===== config.mk =====
export PLATFORM = sky130hd
export DESIGN_NAME = frame_deserializer
export DESIGN_NICKNAME = d
export VERILOG_FILES = /design/src/rtl/bus_pkg.sv /design/src/rtl/frame_deserializer.sv
export SDC_FILE = /design/constraint.sdc
export NUM_CORES = 1
export LEC_CHECK = 0
export ABC_AREA = 1
export BUFFER_PORTS_ARGS = -buffer_cell sky130_fd_sc_hd__buf_2
export CAP_MARGIN = 5
export CORE_AREA = 3 3 96 98
export DETAILED_ROUTE_END_ITERATION = 16
export DIE_AREA = 0 0 99 101
export PLACE_DENSITY = 0.54
export SKIP_LAST_GASP = 1
export SLEW_MARGIN = 20
export SYNTH_ARGS = -nofsm -noshare
export SYNTH_HDL_FRONTEND = slang
export SYNTH_SLANG_ARGS = --single-unit

===== constraint.sdc =====
create_clock -name clk_i -period 1.95 [get_ports clk_i]
set_input_delay 0.0975 -clock clk_i [delete_from_list [all_inputs] [get_ports clk_i]]
set_output_delay 0.0975 -clock clk_i [all_outputs]
set_load 0.01 [all_outputs]

===== src/rtl/bus_pkg.sv =====
// Shared serial-bus definitions: frame layout, command encodings and the parity helper
// used by the receiver and the downstream decoder.
package bus_pkg;

   localparam int unsigned ADDR_WIDTH = 16;
   localparam int unsigned DATA_WIDTH = 8;

   typedef enum logic [1:0] {
      CMD_READ        = 2'b00,
      CMD_WRITE       = 2'b01,
      CMD_SPLIT_START = 2'b10,
      CMD_SPLIT_DATA  = 2'b11
   } cmd_e;

   // Field order is wire order: start is the first bit on the line (MSB).
   typedef struct packed {
      logic                  start;
      cmd_e                  cmd;
      logic [ADDR_WIDTH-1:0] addr;
      logic [DATA_WIDTH-1:0] data;
      logic                  parity;
      logic                  stop;
   } serial_frame_t;

   localparam int unsigned FRAME_BITS = $bits(serial_frame_t);

   function automatic logic calc_parity(input cmd_e                  cmd,
                                        input logic [ADDR_WIDTH-1:0] addr,
                                        input logic [DATA_WIDTH-1:0] data,
                                        input logic                  odd);
      return (^{cmd, addr, data}) ^ odd;
   endfunction

endpackage


===== src/rtl/frame_deserializer.sv =====
// Serial-to-parallel frame receiver: hunts for a start bit, shifts a serial_frame_t MSB first,
// checks parity and aborts frames that stall longer than TIMEOUT_CYCLES between strobes.
module frame_deserializer
   import bus_pkg::*;
#(
   parameter int unsigned TIMEOUT_CYCLES = 64,
   parameter bit          PARITY_ODD     = 1'b0
) (
   input  logic          clk_i,
   input  logic          rst_ni,
   input  logic          rx_bit_i,
   input  logic          rx_bit_valid_i,
   output logic          frame_valid_o,
   output serial_frame_t frame_o,
   output logic          parity_err_o,
   output logic          busy_o,
   output logic          timeout_o
);

   localparam int unsigned CNT_W = $clog2(FRAME_BITS);
   localparam int unsigned TMO_W = $clog2(TIMEOUT_CYCLES + 1);

   typedef enum logic {
      RX_IDLE  = 1'b0,
      RX_SHIFT = 1'b1
   } rx_state_e;

   rx_state_e              state_q, state_d;
   logic [FRAME_BITS-2:0]  shreg_q;
   logic [CNT_W-1:0]       bit_cnt_q;
   logic [TMO_W-1:0]       tmo_cnt_q;
   logic                   rx_en_q;

   logic                   strobe;
   logic                   last_bit;
   logic                   expired;
   logic                   start_load;
   logic                   shift_en;
   logic                   frame_done;
   logic                   abort;
   serial_frame_t          frame_next;

   // rx_en_q is low for the first edge after reset release, so a strobe there is ignored.
   assign strobe     = rx_bit_valid_i & rx_en_q;
   assign last_bit   = (bit_cnt_q == CNT_W'(FRAME_BITS - 1));
   assign expired    = (tmo_cnt_q == TMO_W'(TIMEOUT_CYCLES));
   assign frame_next = serial_frame_t'({shreg_q, rx_bit_i});

   always_ff @(posedge clk_i or negedge rst_ni) begin
      if (!rst_ni) begin
         state_q <= RX_IDLE;
      end else begin
         state_q <= state_d;
      end
   end

   always_comb begin
      state_d = state_q;
      case (state_q)
         RX_IDLE: begin
            if (strobe && rx_bit_i) state_d = RX_SHIFT;
         end
         RX_SHIFT: begin
            if (strobe && last_bit)      state_d = RX_IDLE;
            else if (!strobe && expired) state_d = RX_IDLE;
         end
         default: state_d = RX_IDLE;
      endcase
   end

   always_comb begin
      start_load = 1'b0;
      shift_en   = 1'b0;
      frame_done = 1'b0;
      abort      = 1'b0;
      busy_o     = 1'b0;
      case (state_q)
         RX_IDLE: begin
            start_load = strobe & rx_bit_i;
         end
         RX_SHIFT: begin
            busy_o     = 1'b1;
            shift_en   = strobe;
            frame_done = strobe & last_bit;
            abort      = ~strobe & expired;
         end
         default: ;
      endcase
   end

   always_ff @(posedge clk_i or negedge rst_ni) begin
      if (!rst_ni) begin
         rx_en_q       <= 1'b0;
         shreg_q       <= '0;
         bit_cnt_q     <= '0;
         tmo_cnt_q     <= '0;
         frame_valid_o <= 1'b0;
         timeout_o     <= 1'b0;
         frame_o       <= '0;
         parity_err_o  <= 1'b0;
      end else begin
         rx_en_q       <= 1'b1;
         frame_valid_o <= frame_done;
         timeout_o     <= abort;

         if (start_load) begin
            shreg_q   <= (FRAME_BITS - 1)'(1);
            bit_cnt_q <= CNT_W'(1);
         end else if (shift_en) begin
            shreg_q   <= frame_done ? '0 : {shreg_q[FRAME_BITS-3:0], rx_bit_i};
            bit_cnt_q <= frame_done ? '0 : bit_cnt_q + CNT_W'(1);
         end else if (abort) begin
            shreg_q   <= '0;
            bit_cnt_q <= '0;
         end

         // Saturating idle counter, only meaningful while shifting.
         if (!busy_o || strobe || abort) begin
            tmo_cnt_q <= '0;
         end else if (!expired) begin
            tmo_cnt_q <= tmo_cnt_q + TMO_W'(1);
         end

         if (frame_done) begin
            frame_o      <= frame_next;
            parity_err_o <= calc_parity(frame_next.cmd, frame_next.addr, frame_next.data,
                                        PARITY_ODD) != frame_next.parity;
         end
      end
   end

endmodule


---- Word-level counts from Yosys, hierarchy flattened ----
Cells that the tools add are included.
operators by class
  reduce and logical (&&, ||, !) cells .... 9
  div/mod/pow operators ................... 0
  add/subtract/negate cells ............... 2
  muxes and demuxes ....................... 19
  bitwise operators ....................... 6
  shifts and indexed selects .............. 0
  multipliers ............................. 0
  magnitude comparators ................... 0
  equal/unequal tests ..................... 4
operators with widths
  cell                                            number
  two-way mux 28 bit                              4
  XOR reduction 26 bit                            1
  two-way mux 5 bit                               4
  two-way mux 7 bit                               2
  two-way mux 1 bit                               8
  adder 7 x 1 -> 7 bit (second input constant)    1
  == test 7 bit (second input constant)           1
  adder 5 x 1 -> 5 bit (second input constant)    1
  == test 5 bit (second input constant)           1
  bitwise AND 1 bit                               4
  logical AND 1 bit                               3
  nonzero test 3 bit                              1
  logical NOT 1 bit                               2
  logical OR 1 bit                                2
  != test 2 x 1 -> 1 bit (second input constant)  1
  NOT 1 bit                                       2
  case mux 1 bit (2 select lines)                 1
  != test 1 bit                                   1
storage, ports and cells
  bits in writable memories ............... 0
  input port bits ......................... 4
  memories kept ........................... 0
  latch bits .............................. 0
  flip-flop bits (word level) ............. 74
  memory bits (read-only) ................. 0
  output and inout port bits .............. 33
  word-level logic and storage cells ...... 54

---- Longest topological paths before layout ----
  word-level depth ........................ 7
  depth in mapped cells ................... 14
  depth with buffers taken out ............ 14

---- Worst setup path before layout ----
No wires, ideal clock.
  path kind ............................... flip-flop to flip-flop
  start point ............................. reg tmo_cnt_q[0]
  end point ............................... reg shreg_q[0]
  stages on the path, launching flop included .. 9
  setup time .............................. 0.137 ns
  period minus slack after synthesis ...... 1.403 ns
  required time ........................... 1.813 ns
  buffers on the path ..................... 1
  arrival time ............................ 1.265 ns
  slack ................................... 0.547 ns
  path through ............................ dfrtp_1 -> inv_1 -> ha_1 -> nand4_1 -> nor3_2 -> nand2_1 -> nand2_2 -> buf_2 -> o221ai_1
on the way
  word-level cells in the longest chain between the ends .. 4
ends and longest elaborated chain
  item                          RTL line                   source
  from (decl)                   frame_deserializer.sv:31   logic [TMO_W-1:0] tmo_cnt_q;
  from (signal assigned)        frame_deserializer.sv:121  tmo_cnt_q <= tmo_cnt_q + TMO_W'(1);
  == test 7 bit                 frame_deserializer.sv:46   assign expired = (tmo_cnt_q == TMO_W'(TIMEOUT_CYCLES));
  bitwise AND 1 bit             frame_deserializer.sv:85   abort = ~strobe & expired;
  two-way mux 1 bit             frame_deserializer.sv:77   case (state_q)
  nonzero test 3 bit (no line)  --
  to (signal assigned)          frame_deserializer.sv:107  shreg_q <= (FRAME_BITS - 1)'(1);
  to (signal assigned)          frame_deserializer.sv:110  shreg_q <= frame_done ? '0 : {shreg_q[FRAME_BITS-3:0], rx_bit_i};
  to (decl)                     frame_deserializer.sv:29   logic [FRAME_BITS-2:0] shreg_q;
Every way passes these cells.
A chain may end at the register's enable or synchronous reset.

---- Worst setup path in the final report ----
  start point ............................. reg tmo_cnt_q[0]
  end point ............................... reg shreg_q[1]
The elaborated chain is that of the path after synthesis.

==> results.md <==
* Pin count of the biggest net entering global routing at 75
* CTS tree: built
* Initial antenna violation count at 0
* # setup viols final at 0
* Placed cells at between 500 and 600
* Pins over their slew limit at 0
* Lkg Pwr at between 2 and 2.5 nW
* Final worst-path cycle share at 0.861
* Max Freq at approximately 0.60 GHz
* Status: complete, no violations
* Hold Path Class: input port to register
* Vias in the first global route at roughly 2,400
* Clock Path Buffers at 2
* Die Footprint at around 10000 sq um
* Max_cap viols at 0
* Vias per cell at between 4 and 5
* Starting DRT DRC Count at between 80 and 90
* Flop2flop setup slack at about 0.27 ns
* Final-layout fill cell count at 830
* RSZ-0062 raised after global routing: no
* Vias at between 2,000 and 2,500
* Total GRT Usage at 0.135
* Nets at 432
* TritonCTS Buffers at 9
* Syn nets at between 300 and 400
* End of the critical path: shreg_q[1]
* Worst setup path startpoint: tmo_cnt_q[0]
* FP Rows at 34
* Routed Antenna Nets at 0
* Post-synth cell types at 29
* Number of synthesized register bits at 74
* Root buffer cell: clkbuf_8
* Period minus WS final at 1.68 ns
* Setup TNS at 0 ns
* R2R cell count at 8
* Placed wire-length estimate at between 4000 and 5000 microns
* Required time worst endpoint at roughly 2.1 ns
* Critical Path AT at between 1.5 and 2 ns
* Chip height at 101 microns
* Final hold violations at 0
* # H-tree levels at 3
* Post-cts resize count at 0
* Remaining Overflow, GRT at 0
* Final GP Congestion at between 0.7 and 0.8
* Synthesized instance count at about 380
* Cell Area, Synth at ~3300 sq um
* Worst-skew pair later-pin latency at ~0.34 ns
* Pwr/cell area at roughly 1100 nW/um^2
* First-pass GRT wire length at 10,900 microns
* I/O pins at 37
* Skew final at between 0.01 and 0.015 ns
* Drt wl/cell at between 10 and 15 microns
* # DRC at 0
* Crit path max fanout at 15
* Routed Wire Length at between 6000 and 7000 microns
* Crit path launch type: register
* Area Overhead vs Synth at 15.9%
* Starting Density at 0.391
* Port Buffer Count at 36
* Avg Cell Area, Syn at just under 9 sq um
* Die width at slightly below 100 microns
* Fin cells at around 540
* WHS Path Cells at 5
* Reg2reg end: shreg_q[1]
* Worst-path clk slew at roughly 0.08 ns
* Ant. Diodes at 0
* Crit Path Category: register to register
* Worst flop-to-flop path startpoint: tmo_cnt_q[0]
* Sequential-to-total area share from yosys stat at 0.554
* Endpoint class of the critical path: register
* Peak VDD IR at just under 400 uV
* Layout cells sized above 1 at 0.163
* Synth Warn # at 0
* Core area at about 8600 sq um
* Clk sinks at 74
* First-pass DRT Iterations at 4
## area by class of cell
class,count,area (sq um),share of cell area
flip-flops and latches,74,1850,0.478
multi-input cells,243,1210,0.313
repair buffers,42,255,0.0659
inverters,54,203,0.0523
clock buffers,11,141,0.0365
well taps,108,135,0.0349
clock inverters,5,77.6,0.0200
## cells by family after synthesis
kind of cell / after synthesis / share of synthesized area
simple gates: 162 / 0.205
flops: 74 / 0.554
buf+inv: 65 / 0.0842
compound gates: 63 / 0.107
xor+xnor: 13 / 0.0340
fa+ha+maj: 4 / 0.0150
other cells: 1 / 0.00112
## metrics by stage
step           power [mW]  worst slack [ns]  hold WS [ns]   util  cell area, sq um
3_3_place_gp         3.12             0.323         0.163  0.425              3640
3_5_place_dp         3.15             0.255         0.164  0.425              3640
6_report             4.40             0.271         0.215  0.453              3870
4_1_cts              4.48             0.249         0.198  0.453              3870
2_1_floorplan        2.89             0.547        -0.198      -              3340
5_1_grt              4.79            0.0991         0.219  0.453              3870
## registers in the layout, indices dropped and copies added (netlist names)
signal / flops
bit_cnt_q: 5
frame_o: 29
frame_valid_o: 1
parity_err_o: 1
rx_en_q: 1
shreg_q: 28
state_q: 1
timeout_o: 1
tmo_cnt_q: 7
## what timing repair did
action | CTS | global route
setup buffers | 0 | 0
hold buffers | 2 | 0
hold endpoints to repair | 75 | 0
## Yosys cell counts
master,number,area (sq um)
a21oi_1,4,20.0
and3_1,2,12.5
buf_2,6,30.0
buf_4,2,15.0
buf_6,3,33.8
conb_1,1,3.75
dfrtp_1,74,1850
ha_1,4,50.1
inv_1,48,180
inv_2,6,22.5
nand2_1,115,432
nand2_2,2,12.5
nand3_1,6,30.0
nand3_2,2,20.0
nand4_1,1,6.26
nor2_1,22,82.6
nor2_2,1,6.26
nor2_4,3,33.8
nor3_1,4,20.0
nor3_2,1,10.0
nor3b_1,2,15.0
nor4_1,1,6.26
o211ai_1,1,7.51
o21ai_0,9,45.0
o21ai_1,20,100
o221ai_1,1,8.76
o22ai_1,28,175
xnor2_1,6,52.6
xor2_1,7,61.3
## where the power goes
part	internal, mW	switching (mW)	leakage, nW
Combinational	0.470	0.772	0.914
Sequential	1.71	0.155	1.02
Clock	0.752	0.539	0.109
Total	2.94	1.47	2.04
## cell usage in the layout, fill, tap and decap left out, types with 3 or more instances in the layout
master    netlist  routed
nand2_1       115     115
dfrtp_1        74      74
inv_1          48      48
buf_2           6      36
o22ai_1        28      28
nor2_1         22      22
o21ai_1        20      20
clkbuf_8        0      10
o21ai_0         9       9
xor2_1          7       7
inv_2           6       6
nand3_1         6       6
xnor2_1         6       6
a21oi_1         4       4
nor3_1          4       4
ha_1            4       4
nor2_4          3       3
## routing by layer
| layer | vias up | global-route usage | routed length, microns |
|---|---|---|---|
| met3 | 7 | 0.0415 | 280 |
| li1 | 1297 | - | - |
| met1 | 1135 | 0.176 | 2890 |
| met2 | 35 | 0.217 | 2760 |
| met4 | 0 | 0.0410 | 75 |
| met5 | - | 0 | 0 |
## how the worst min path moves through the flow
| stage | start | end |
|---|---|---|
| 2_1_floorplan | rst_ni | bit_cnt_q[0] |
| 3_3_place_gp | rst_ni | frame_o[18] |
| 3_5_place_dp | rst_ni | frame_o[15] |
| 4_1_cts | rx_bit_valid_i | frame_valid_o |
| 5_1_grt | rx_bit_valid_i | frame_valid_o |
| 6_report | rx_bit_valid_i | frame_valid_o |
## worst max-delay path, cell delays in order, from the launching register on
cell and delay (ns):
dfrtp_1 0.41, inv_1 0.07, ha_1 0.14, nand4_1 0.10, nor3_2 0.11, nand2_1 0.13, nand2_2 0.27, buf_4 0.23
o22ai_1 0.08
Power figures use the tool's default switching activity.
